--- src/rtl/edge_filt_pkg.sv ---
// Shared types and helpers for the 2-D binary edge-map noise filter.
// Holds the FSM state encoding, neighbourhood size and the popcount helper.
package edge_filt_pkg;

    typedef enum logic [2:0] {
        ST_IDLE,
        ST_FILL,
        ST_RUN,
        ST_PAD,
        ST_FLUSH
    } state_e;

    localparam int MAX_NBR = 8;

    function automatic logic [3:0] popcount8(input logic [MAX_NBR-1:0] v);
        logic [3:0] n;
        n = '0;
        for (int i = 0; i < MAX_NBR; i++) begin
            n = n + {3'b000, v[i]};
        end
        return n;
    endfunction

endpackage

--- src/rtl/edge_noise_filter_2d_line_buffer.sv ---
// One-bit line buffer, DEPTH deep: combinational read at addr_i, write of
// wr_i to the same address on adv_i (the read returns the old contents).
// Ports: clk_i clock, adv_i write strobe, addr_i column, wr_i data, rd_o data.
module line_buffer_1b
    import edge_filt_pkg::*;
#(
    parameter int DEPTH = 640,
    parameter int AW    = $clog2(DEPTH)
) (
    input  logic          clk_i,
    input  logic          adv_i,
    input  logic [AW-1:0] addr_i,
    input  logic          wr_i,
    output logic          rd_o
);

    logic mem_q [DEPTH];

    assign rd_o = mem_q[addr_i];

    // Contents need no reset: stale rows are masked by row-valid flags.
    always_ff @(posedge clk_i) begin
        if (adv_i) begin
            mem_q[addr_i] <= wr_i;
        end
    end

endmodule

--- src/rtl/edge_noise_filter_2d.sv ---
// Binary edge-map cleaner: keeps a set pixel only if enough of its 8
// neighbours are set. Zero-padded 3x3 window built from two line buffers.
// Ports: clk/rst_n; cfg_min_nbr/cfg_bypass (latched at sof); s_* input
// stream with valid/ready; m_* output stream (no back-pressure); err_width.
module edge_noise_filter_2d
    import edge_filt_pkg::*;
#(
    parameter int IMG_WIDTH   = 640,
    parameter int COL_W       = $clog2(IMG_WIDTH),
    parameter int DEF_MIN_NBR = 1
) (
    input  logic       clk,
    input  logic       rst_n,
    input  logic [3:0] cfg_min_nbr,
    input  logic       cfg_bypass,
    input  logic       s_valid,
    output logic       s_ready,
    input  logic       s_sof,
    input  logic       s_eol,
    input  logic       s_eof,
    input  logic       s_pixel,
    output logic       m_valid,
    output logic       m_sof,
    output logic       m_eol,
    output logic       m_eof,
    output logic       m_pixel,
    output logic       err_width
);

    localparam logic [COL_W-1:0] LAST = COL_W'(IMG_WIDTH - 1);
    localparam logic [COL_W-1:0] ONE  = COL_W'(1);

    state_e           state_q, state_d;
    state_e           nxt_q, nxt_d;
    logic [COL_W-1:0] col_q, col_d, col_e;
    logic             v0_q, v0_d, v0_e;
    logic             v1_q, v1_d, v1_e;
    logic             fl_end_q, fl_end_d;
    logic             pad_emit_q, pad_emit_d;
    logic [3:0]       min_q, min_d;
    logic             byp_q, byp_d;
    logic             err_q, err_d;
    logic             rdy_q, rdy_d;
    logic [2:0]       w0_q, w0_d;
    logic [2:0]       w1_q, w1_d;
    logic [2:0]       w2_q, w2_d;
    logic             mv_q, msof_q, meol_q, meof_q, mpix_q;

    logic       take, infill;
    logic       lb0_rd, lb1_rd;
    logic [2:0] new_col;
    logic       shift, col_load;
    logic       emit, sof_o, eol_o, eof_o;
    logic [7:0] nbr;
    logic       pix;

    // A beat is consumed unless it is a stray non-sof beat while idle.
    assign take   = s_valid && rdy_q && (s_sof || state_q != ST_IDLE);
    assign infill = s_sof || state_q == ST_FILL;

    // An accepted sof restarts the frame in the same beat as pixel (0,0).
    assign col_e = (take && s_sof) ? '0 : col_q;
    assign v0_e  = (take && s_sof) ? 1'b0 : v0_q;
    assign v1_e  = (take && s_sof) ? 1'b0 : v1_q;

    // lb0 holds the most recent complete row, lb1 the one before it.
    line_buffer_1b #(.DEPTH(IMG_WIDTH), .AW(COL_W)) u_lb0 (
        .clk_i  (clk),
        .adv_i  (take),
        .addr_i (col_e),
        .wr_i   (s_pixel),
        .rd_o   (lb0_rd)
    );

    line_buffer_1b #(.DEPTH(IMG_WIDTH), .AW(COL_W)) u_lb1 (
        .clk_i  (clk),
        .adv_i  (take),
        .addr_i (col_e),
        .wr_i   (lb0_rd),
        .rd_o   (lb1_rd)
    );

    always_comb begin
        state_d    = state_q;
        nxt_d      = nxt_q;
        col_d      = col_q;
        v0_d       = v0_q;
        v1_d       = v1_q;
        fl_end_d   = fl_end_q;
        pad_emit_d = pad_emit_q;
        min_d      = min_q;
        byp_d      = byp_q;
        err_d      = err_q;
        new_col    = {lb1_rd & v1_e, lb0_rd & v0_e, 1'b0};
        shift      = 1'b0;
        col_load   = 1'b0;
        emit       = 1'b0;
        sof_o      = 1'b0;
        eol_o      = 1'b0;
        eof_o      = 1'b0;

        unique case (state_q)
            ST_IDLE, ST_FILL, ST_RUN: begin
                if (take) begin
                    new_col[0] = s_pixel;
                    shift      = 1'b1;
                    col_load   = 1'b1;
                    if (s_sof) begin
                        min_d = cfg_min_nbr;
                        byp_d = cfg_bypass;
                        err_d = 1'b0;
                    end
                    // Row 0 only primes the buffers; later rows emit
                    // the row above, one column behind.
                    emit  = !infill && col_e != '0;
                    sof_o = col_e == ONE && !v1_e;
                    if (s_eol) begin
                        col_d      = '0;
                        v0_d       = 1'b1;
                        v1_d       = v0_e;
                        pad_emit_d = !infill;
                        state_d    = ST_PAD;
                        nxt_d      = s_eof ? ST_FLUSH : ST_RUN;
                        if (col_e != LAST) begin
                            err_d = 1'b1;
                        end
                    end else begin
                        col_d   = (col_e == LAST) ? col_e : col_e + ONE;
                        v0_d    = v0_e;
                        v1_d    = v1_e;
                        state_d = infill ? ST_FILL : ST_RUN;
                    end
                end
            end
            ST_PAD: begin
                // Zero right-border column closes the pending row.
                new_col = '0;
                shift   = 1'b1;
                emit    = pad_emit_q;
                eol_o   = 1'b1;
                state_d = nxt_q;
            end
            ST_FLUSH: begin
                shift = 1'b1;
                if (fl_end_q) begin
                    new_col  = '0;
                    emit     = 1'b1;
                    eol_o    = 1'b1;
                    eof_o    = 1'b1;
                    fl_end_d = 1'b0;
                    col_d    = '0;
                    state_d  = ST_IDLE;
                end else begin
                    // Bottom row is the zero pad below the last line.
                    col_load = 1'b1;
                    emit     = col_q != '0;
                    sof_o    = col_q == ONE && !v1_q;
                    if (col_q == LAST) begin
                        fl_end_d = 1'b1;
                        col_d    = '0;
                    end else begin
                        col_d = col_q + ONE;
                    end
                end
            end
            default: begin
                state_d = ST_IDLE;
            end
        endcase

        w0_d = w0_q;
        w1_d = w1_q;
        w2_d = w2_q;
        if (shift) begin
            // Column 0 starts a fresh window with a zero left border.
            if (col_load && col_e == '0) begin
                w0_d = '0;
                w1_d = '0;
            end else begin
                w0_d = w1_q;
                w1_d = w2_q;
            end
            w2_d = new_col;
        end
    end

    assign rdy_d = state_d == ST_IDLE || state_d == ST_FILL ||
                   state_d == ST_RUN;

    // Decide on the window being formed this cycle so output lags by one.
    assign nbr = {w0_d, w2_d, w1_d[2], w1_d[0]};
    assign pix = byp_q ? w1_d[1]
                       : w1_d[1] & (popcount8(nbr) >= min_q);

    always_ff @(posedge clk or negedge rst_n) begin
        if (!rst_n) begin
            state_q    <= ST_IDLE;
            nxt_q      <= ST_IDLE;
            col_q      <= '0;
            v0_q       <= 1'b0;
            v1_q       <= 1'b0;
            fl_end_q   <= 1'b0;
            pad_emit_q <= 1'b0;
            min_q      <= 4'(DEF_MIN_NBR);
            byp_q      <= 1'b0;
            err_q      <= 1'b0;
            rdy_q      <= 1'b1;
            w0_q       <= '0;
            w1_q       <= '0;
            w2_q       <= '0;
            mv_q       <= 1'b0;
            msof_q     <= 1'b0;
            meol_q     <= 1'b0;
            meof_q     <= 1'b0;
            mpix_q     <= 1'b0;
        end else begin
            state_q    <= state_d;
            nxt_q      <= nxt_d;
            col_q      <= col_d;
            v0_q       <= v0_d;
            v1_q       <= v1_d;
            fl_end_q   <= fl_end_d;
            pad_emit_q <= pad_emit_d;
            min_q      <= min_d;
            byp_q      <= byp_d;
            err_q      <= err_d;
            rdy_q      <= rdy_d;
            w0_q       <= w0_d;
            w1_q       <= w1_d;
            w2_q       <= w2_d;
            mv_q       <= emit;
            msof_q     <= emit & sof_o;
            meol_q     <= emit & eol_o;
            meof_q     <= emit & eof_o;
            mpix_q     <= emit & pix;
        end
    end

    assign s_ready   = rdy_q;
    assign m_valid   = mv_q;
    assign m_sof     = msof_q;
    assign m_eol     = meol_q;
    assign m_eof     = meof_q;
    assign m_pixel   = mpix_q;
    assign err_width = err_q;

endmodule
--- config.mk ---
export PLATFORM = sky130hd
export DESIGN_NAME = edge_noise_filter_2d
export DESIGN_NICKNAME = d
export VERILOG_FILES = /design/src/rtl/edge_filt_pkg.sv /design/src/rtl/edge_noise_filter_2d_line_buffer.sv /design/src/rtl/edge_noise_filter_2d.sv
export SDC_FILE = /design/constraint.sdc
export NUM_CORES = 2
export LEC_CHECK = 0
export CORE_ASPECT_RATIO = 1.75
export CORE_MARGIN = 8
export CORE_UTILIZATION = 38
export DETAILED_ROUTE_END_ITERATION = 8
export PLACE_DENSITY = 0.59
export SLEW_MARGIN = 20
export SYNTH_ARGS = -nofsm -noshare
export SYNTH_HDL_FRONTEND = slang
export SYNTH_SLANG_ARGS = --single-unit
export TNS_END_PERCENT = 5
--- constraint.sdc ---
create_clock -name clk -period 11.5 [get_ports clk]
set_input_delay 3.45 -clock clk [delete_from_list [all_inputs] [get_ports clk]]
set_output_delay 3.45 -clock clk [all_outputs]
set_load 0.05 [all_outputs]
---- Word-level counts from Yosys, hierarchy flattened ----
Memory sizes are Yosys's and may differ from the RTL's.
Index checks and enable logic that the tools add are counted.
storage, ports and cells
  register bits after elaboration ......... 41
  bits in writable memories ............... 1280
  output and inout bits ................... 7
  logic and storage cells ................. 123
  memories ................................ 2
operators by class
  add/sub/neg operators ................... 9
  magnitude comparators ................... 1
  equality and inequality tests ........... 12
  multiplexer cells ....................... 46
  bitwise logic cells ..................... 7
  reductions and logical operators ........ 27
memories
  memory       words  bits a word  rd ports  clocked after Yosys merged registers in  wr ports  line                                    RTL
  u_lb0.mem_q  640    1            1         0                                        1         edge_noise_filter_2d_line_buffer.sv:17  logic mem_q [DEPTH];
  u_lb1.mem_q  640    1            1         0                                        1         edge_noise_filter_2d_line_buffer.sv:17
operators with widths
  kind                                                                    count
  10-bit 2-to-1 mux                                                       6
  3-bit 2-to-1 mux                                                        9
  10-bit by 1-bit adder with 10-bit output, second input constant         2
  10-bit by 1-bit equality test with 1-bit output, second input constant  2
  10-bit equality test, second input constant                             2
  1-bit 2-to-1 mux                                                        20
  10-bit case mux with 2 select lines                                     1
  10-bit nonzero test                                                     2
  4-bit by 1-bit adder with 4-bit output                                  4
  10-bit zero test                                                        1
  10-bit inequality test, second input constant                           1
  1-bit case mux with 2 select lines                                      5
  3-bit by 2-bit equality test with 1-bit output, second input constant   3
  3-bit case mux with 3 select lines                                      1
  1-bit AND                                                               7
  1-bit logical AND                                                       7
  3-bit by 1-bit equality test with 1-bit output, second input constant   2
  3-bit zero test                                                         2
  3-bit AND reduction                                                     2
  3-bit by 1-bit adder with 4-bit output                                  1
  4-bit greater-or-equal comparator                                       1
  1-bit logical OR                                                        4
  2-bit 2-to-1 mux                                                        2
  2-bit case mux with 2 select lines                                      1
  11 further kinds                                                        14

---- Logic depth before layout (Yosys ltp) ----
  word-level depth ........................ 20
  mapped depth ............................ 25

---- Cells and area by module ----
A second synthesis with hierarchy kept.
unflattened totals
  cell total of the unflattened synthesis .. 4394
  area total of the unflattened synthesis .. 58411.0 um^2
by module, submodules not included
  module                times used  cells each  area each (um^2)  sequential area each (um^2)
  line_buffer_1b        2           2062        27905.5           19218.4
  edge_noise_filter_2d  1           270         2600.0            1003.5

---- Worst setup path before layout ----
Ideal clock, no wire load.
  path kind ............................... input port to flip-flop
  from .................................... input port s_valid
  to ...................................... memory u_lb1.mem_q[0], data pin
  arrival ................................. 11.960 ns
  required time ........................... 9.863 ns
  path slack .............................. -2.097 ns
  stages on the path ...................... 10
  path buffers ............................ 3
  cells stage by stage .................... and3_4 -> buf_6 -> buf_6 -> buf_4 -> nor3_1 -> a2111oi_0 -> nand4b_1 -> and3_1 -> o21ai_2 -> inv_1
on the way
  longest elaborated chain between the ends .. 5
ends and longest elaborated chain
  item                             line                                    RTL
  from (decl)                      edge_noise_filter_2d.sv:16              input logic s_valid,
  1-bit logical AND (2 in series)  edge_noise_filter_2d.sv:58              assign take = s_valid && rdy_q && (s_sof || state_q != ST_IDLE);
  1-bit logical AND                edge_noise_filter_2d.sv:62              assign col_e = (take && s_sof) ? '0 : col_q;
  10-bit 2-to-1 mux                edge_noise_filter_2d.sv:62
  memory read 640 x 1 bit          n/a
  via lb0_rd                       edge_noise_filter_2d.sv:50              logic lb0_rd, lb1_rd;
  to (decl)                        edge_noise_filter_2d_line_buffer.sv:17
The timed path passes the listed nets, and every way through them passes these cells.

---- Final worst setup path ----
  from .................................... input port s_sof
  to ...................................... register mpix_q, in the netlist m_pixel
on the way
  longest elaborated chain between the ends .. 19
  elaborated cells on any way between the ends .. 41
  those cells by class .................... add/sub (7); order compare (1); mux (18); bitwise (4); reduce/logical (9); memory (2)
ends and longest elaborated chain
  item                                                                             line                         RTL
  from (decl)                                                                      edge_noise_filter_2d.sv:18   input logic s_sof,
  branches (longest 18 deep; another with 3-bit by 1-bit adder with 4-bit output)  n/a
  1-bit AND *                                                                      edge_noise_filter_2d.sv:235  mpix_q <= emit & pix;
  to (signal assigned)                                                             edge_noise_filter_2d.sv:235
  to (decl)                                                                        edge_noise_filter_2d.sv:47   logic mv_q, msof_q, meol_q, meof_q, mpix_q;
Every way passes the cells marked *.
A chain may end at the register's enable or synchronous reset.

==> results.cfg <==
[logic_synthesis]
yosysTopAreaCell = edfxtp_1
synthFlopType = edfxtp_1
synth_warnings = 0
synth_area_sq_mm = 0.0565
synth_seq_cells = 1320
seq_area_frac_synth_pct = 69.8
syn-num-nets = 4101
synthCells = 4071
avgSynthCellArea_sq_um = 13.9
synth_edf_count = 1280
synthArstFlopShare_pct = 3.03
synth.area.top_cells = edfxtp_1 68%, nor2_1 4.9%, mux2i_1 4.3%
ys_types = 101
yosys.area.top_type_share_pct = 68.1

[routing]
wire_per_inst_um = 36.1
wirelength_um = 222000
drcViolationCount = 0
vias = 38200
viasPerCell = 6.20
dr.first_iter.drc_count = 5298
first_pass_iters = 8
ant_nets = 0

[place]
dp_slack_ns = 0.973
routabilityCongestion = 1.04
port_buffers = 18
dpl.hpwl_um = 144000
placed_cells = 5934

[power_and_ir_drop]
power.switching_mw = 4.60
ir_drop_mv = 0.201
power.share.clock_pct = 29.3
p_sw_share_pct = 33.5
pwr-share-comb_pct = 26.9
seq_power_share_pct = 43.8
power.leakage_nw = 19.5
p_int_mw = 9.13
p_per_area_mw_per_mm2 = 218

[floorplanning]
rows = 187
die_area_sq_mm = 0.162
design.core.area_sq_mm = 0.148
die_w_um = 307
start_util_pct = 38.2
ioPinCount = 19
die_h_um = 526

[worst_setup_path]
cpMaxStageDelayCell = and3_4
arrival_ns = 10.52
timing.rr.start = col_q[3]$_DFFE_PN0P_
cp-start-kind = primary input
slowest_delay_ns = 0.62
required_ns = 12.15
end_kind = register
path_buf_inv = 5
path_delay_family = compound AO/OA/AOI/OAI gates
startpoint = s_sof
crit_chain = clkdlybuf4s50_1 > buf_4 > and3_4 > buf_4 > buf_4 > nor4_1 > a311o_1 > a2111oi_0 > and4_1 > o2111ai_1 > o211a_1 > o21ai_2 > o31a_1 > fa_1 > fa_1 > inv_1 > ha_1 > fa_1 > ha_1 > a21o_1 > a21oi_1 > nor2b_1 > o311a_1
cp_max_fo = 30
criticalPathCategory = primary input to register

[global_route]
grt.overflow.total = 0
grt_use_total_pct = 26.7
grt_pass1_wl_um = 302000
antenna_found_initial = 11
grt_pass1_vias = 37900
grt_start_max_net_pins = 209

[finish]
area_growth_pct = 11.3
fill_cells = 13600
drive_gt1_share_pct = 13.4
final_nets = 4096
final_cells = 6154

[clocking]
clock-root-buffer = clkbuf_16
tritoncts = yes
clockBufferDepth = 3
htree_levels = 3
cts_buffers = 114
clk_pin_slew_ns = 0.06
cts_resized = 0
cts_sinks = 1320
clkLatencyLatePin_ns = 0.77
post_cts_buffers = 0
postCtsHoldBufs = 0

[run_status]
status = completed

[timing]
fin_skew_ns = 0.0324
min_period_ns = 9.87
fin_setup_tns_ns = 0
hold_viol_final = 0
slew_violations = 0
timing.fmax_ghz = 0.101
relSlewSlack_pct = 9.20
setup_viol = 0
min_period_over_period_pct = 85.8
fin_ws_ns = 1.63
rsz0062_at_grt = false
worstMarginPinSlew_ns = 1.36

[hold_path]
hp-class = register to register
min_from = nxt_q[1]$_DFFE_PN0P_

[job]
drv_cap = 0
final timing paths:
path	end	slack, ns	cells after the start
max reg2reg	m_pixel$_DFF_PN0_	3.82	20
max in group asynchronous	col_q[2]$_DFFE_PN0P_	7.93	1
max	m_pixel$_DFF_PN0_	1.63	23
min in group asynchronous	w0_q[0]$_DFF_PN0_	2.83	1
min	nxt_q[1]$_DFFE_PN0P_	0.51	2
min reg2reg	nxt_q[1]$_DFFE_PN0P_	0.51	2
worst register-to-register path, delay by kind of cell (launching register included):
kind,cells,cell delay [ns]
AO/OA/AOI/OAI,8,2.39
AND/OR/NAND/NOR,5,2.25
adder cells (fa/ha/maj),5,1.88
buffers and inverters,2,0.67
flip-flops,1,0.39
registers in the layout, indices dropped and copies added (netlist names):
name and count:
u_lb1.mem_q 640, w1_q 3, err_width 1, m_sof 1, nxt_q 2, state_q 3, m_valid 1, v1_q 1
pad_emit_q 1, w2_q 3, min_q 4, m_eof 1, u_lb0.mem_q 640, w0_q 3, col_q 10, m_pixel 1
fl_end_q 1, byp_q 1, m_eol 1, s_ready 1, v0_q 1
cells in the final DEF (no fill, tap or decap), drive strengths merged, types with 66 or more instances in the layout:
cell type	count
clkbuf	133
buf	174
a21oi	132
a211oi	71
mux2	105
o21ai	120
nand2	232
edfxtp	1280
nor2	747
o22ai	66
mux2i	242
nand3	74
cell type report:
cell class / instances / area, sq um / area share, %
sequential: 1320 / 39500 / 62.8
multi-input combinational: 2406 / 15300 / 24.4
clock buffer: 133 / 2990 / 4.75
tap: 1984 / 2480 / 3.95
timing repair buffer: 190 / 1620 / 2.57
clock inverter: 79 / 838 / 1.33
inverter: 34 / 138 / 0.219
antenna: 8 / 20.0 / 0.0318
power groups by stage:
stage	combinational [mW]	sequential [mW]	clock (mW)
5_1_grt	3.80	6.01	4.21
2_1_floorplan	2.16	6.33	0
3_3_place_gp	3.61	6.10	0
6_report	3.70	6.01	4.03
4_1_cts	3.61	6.00	4.04
3_5_place_dp	3.60	6.10	0
stage by stage:
stage / power, mW / utilization [%] / cell area (sq um) / hold WS (ns)
floorplan: 8.49 / - / 56500 / 0.448
global placement: 9.71 / 39.9 / 59000 / 0.474
detailed placement: 9.71 / 39.9 / 59000 / 0.477
CTS: 13.7 / 42.5 / 62800 / 0.505
global route: 14.0 / 42.5 / 62900 / 0.525
finish: 13.7 / 42.5 / 62900 / 0.506
cell families after synthesis:
logic type / after synthesis / synth area share, %
and+or+nand+nor: 1283 / 9.84
adders and majority gates: 18 / 0.452
xor gates and xnor gates: 6 / 0.0930
AOI/OAI and AO/OA: 717 / 8.76
muxes: 382 / 7.78
buffers and inverters: 345 / 3.26
DFF: 1320 / 69.8
cell usage after synthesis, drive strengths merged, types with 15 or more instances:
cell type     n
edfxtp     1280
nand4        23
clkbuf      130
mux4         35
mux2i       242
o21ai       120
nand2b       23
buf         181
nand2       232
dfrtp        38
o22a         15
nor3         44
o22ai        66
nand3        74
mux2        105
nor4         18
o221ai       30
inv          34
a22oi        28
a21oi       132
a31oi        40
nor2b        20
a211oi       71
a2111oi      25
nor2        747
a221oi       33
and2         16
and3         46
o211ai       18
routing by layer:
layer	wire length, um	GRT usage, %	up-vias
met5	0	0	-
met4	24200	23.3	0
met3	18800	5.47	802
met2	105000	43.8	2450
met1	73700	29.2	19400
li1	-	-	15500
Note: power is estimated with default switching activity, not from simulation.
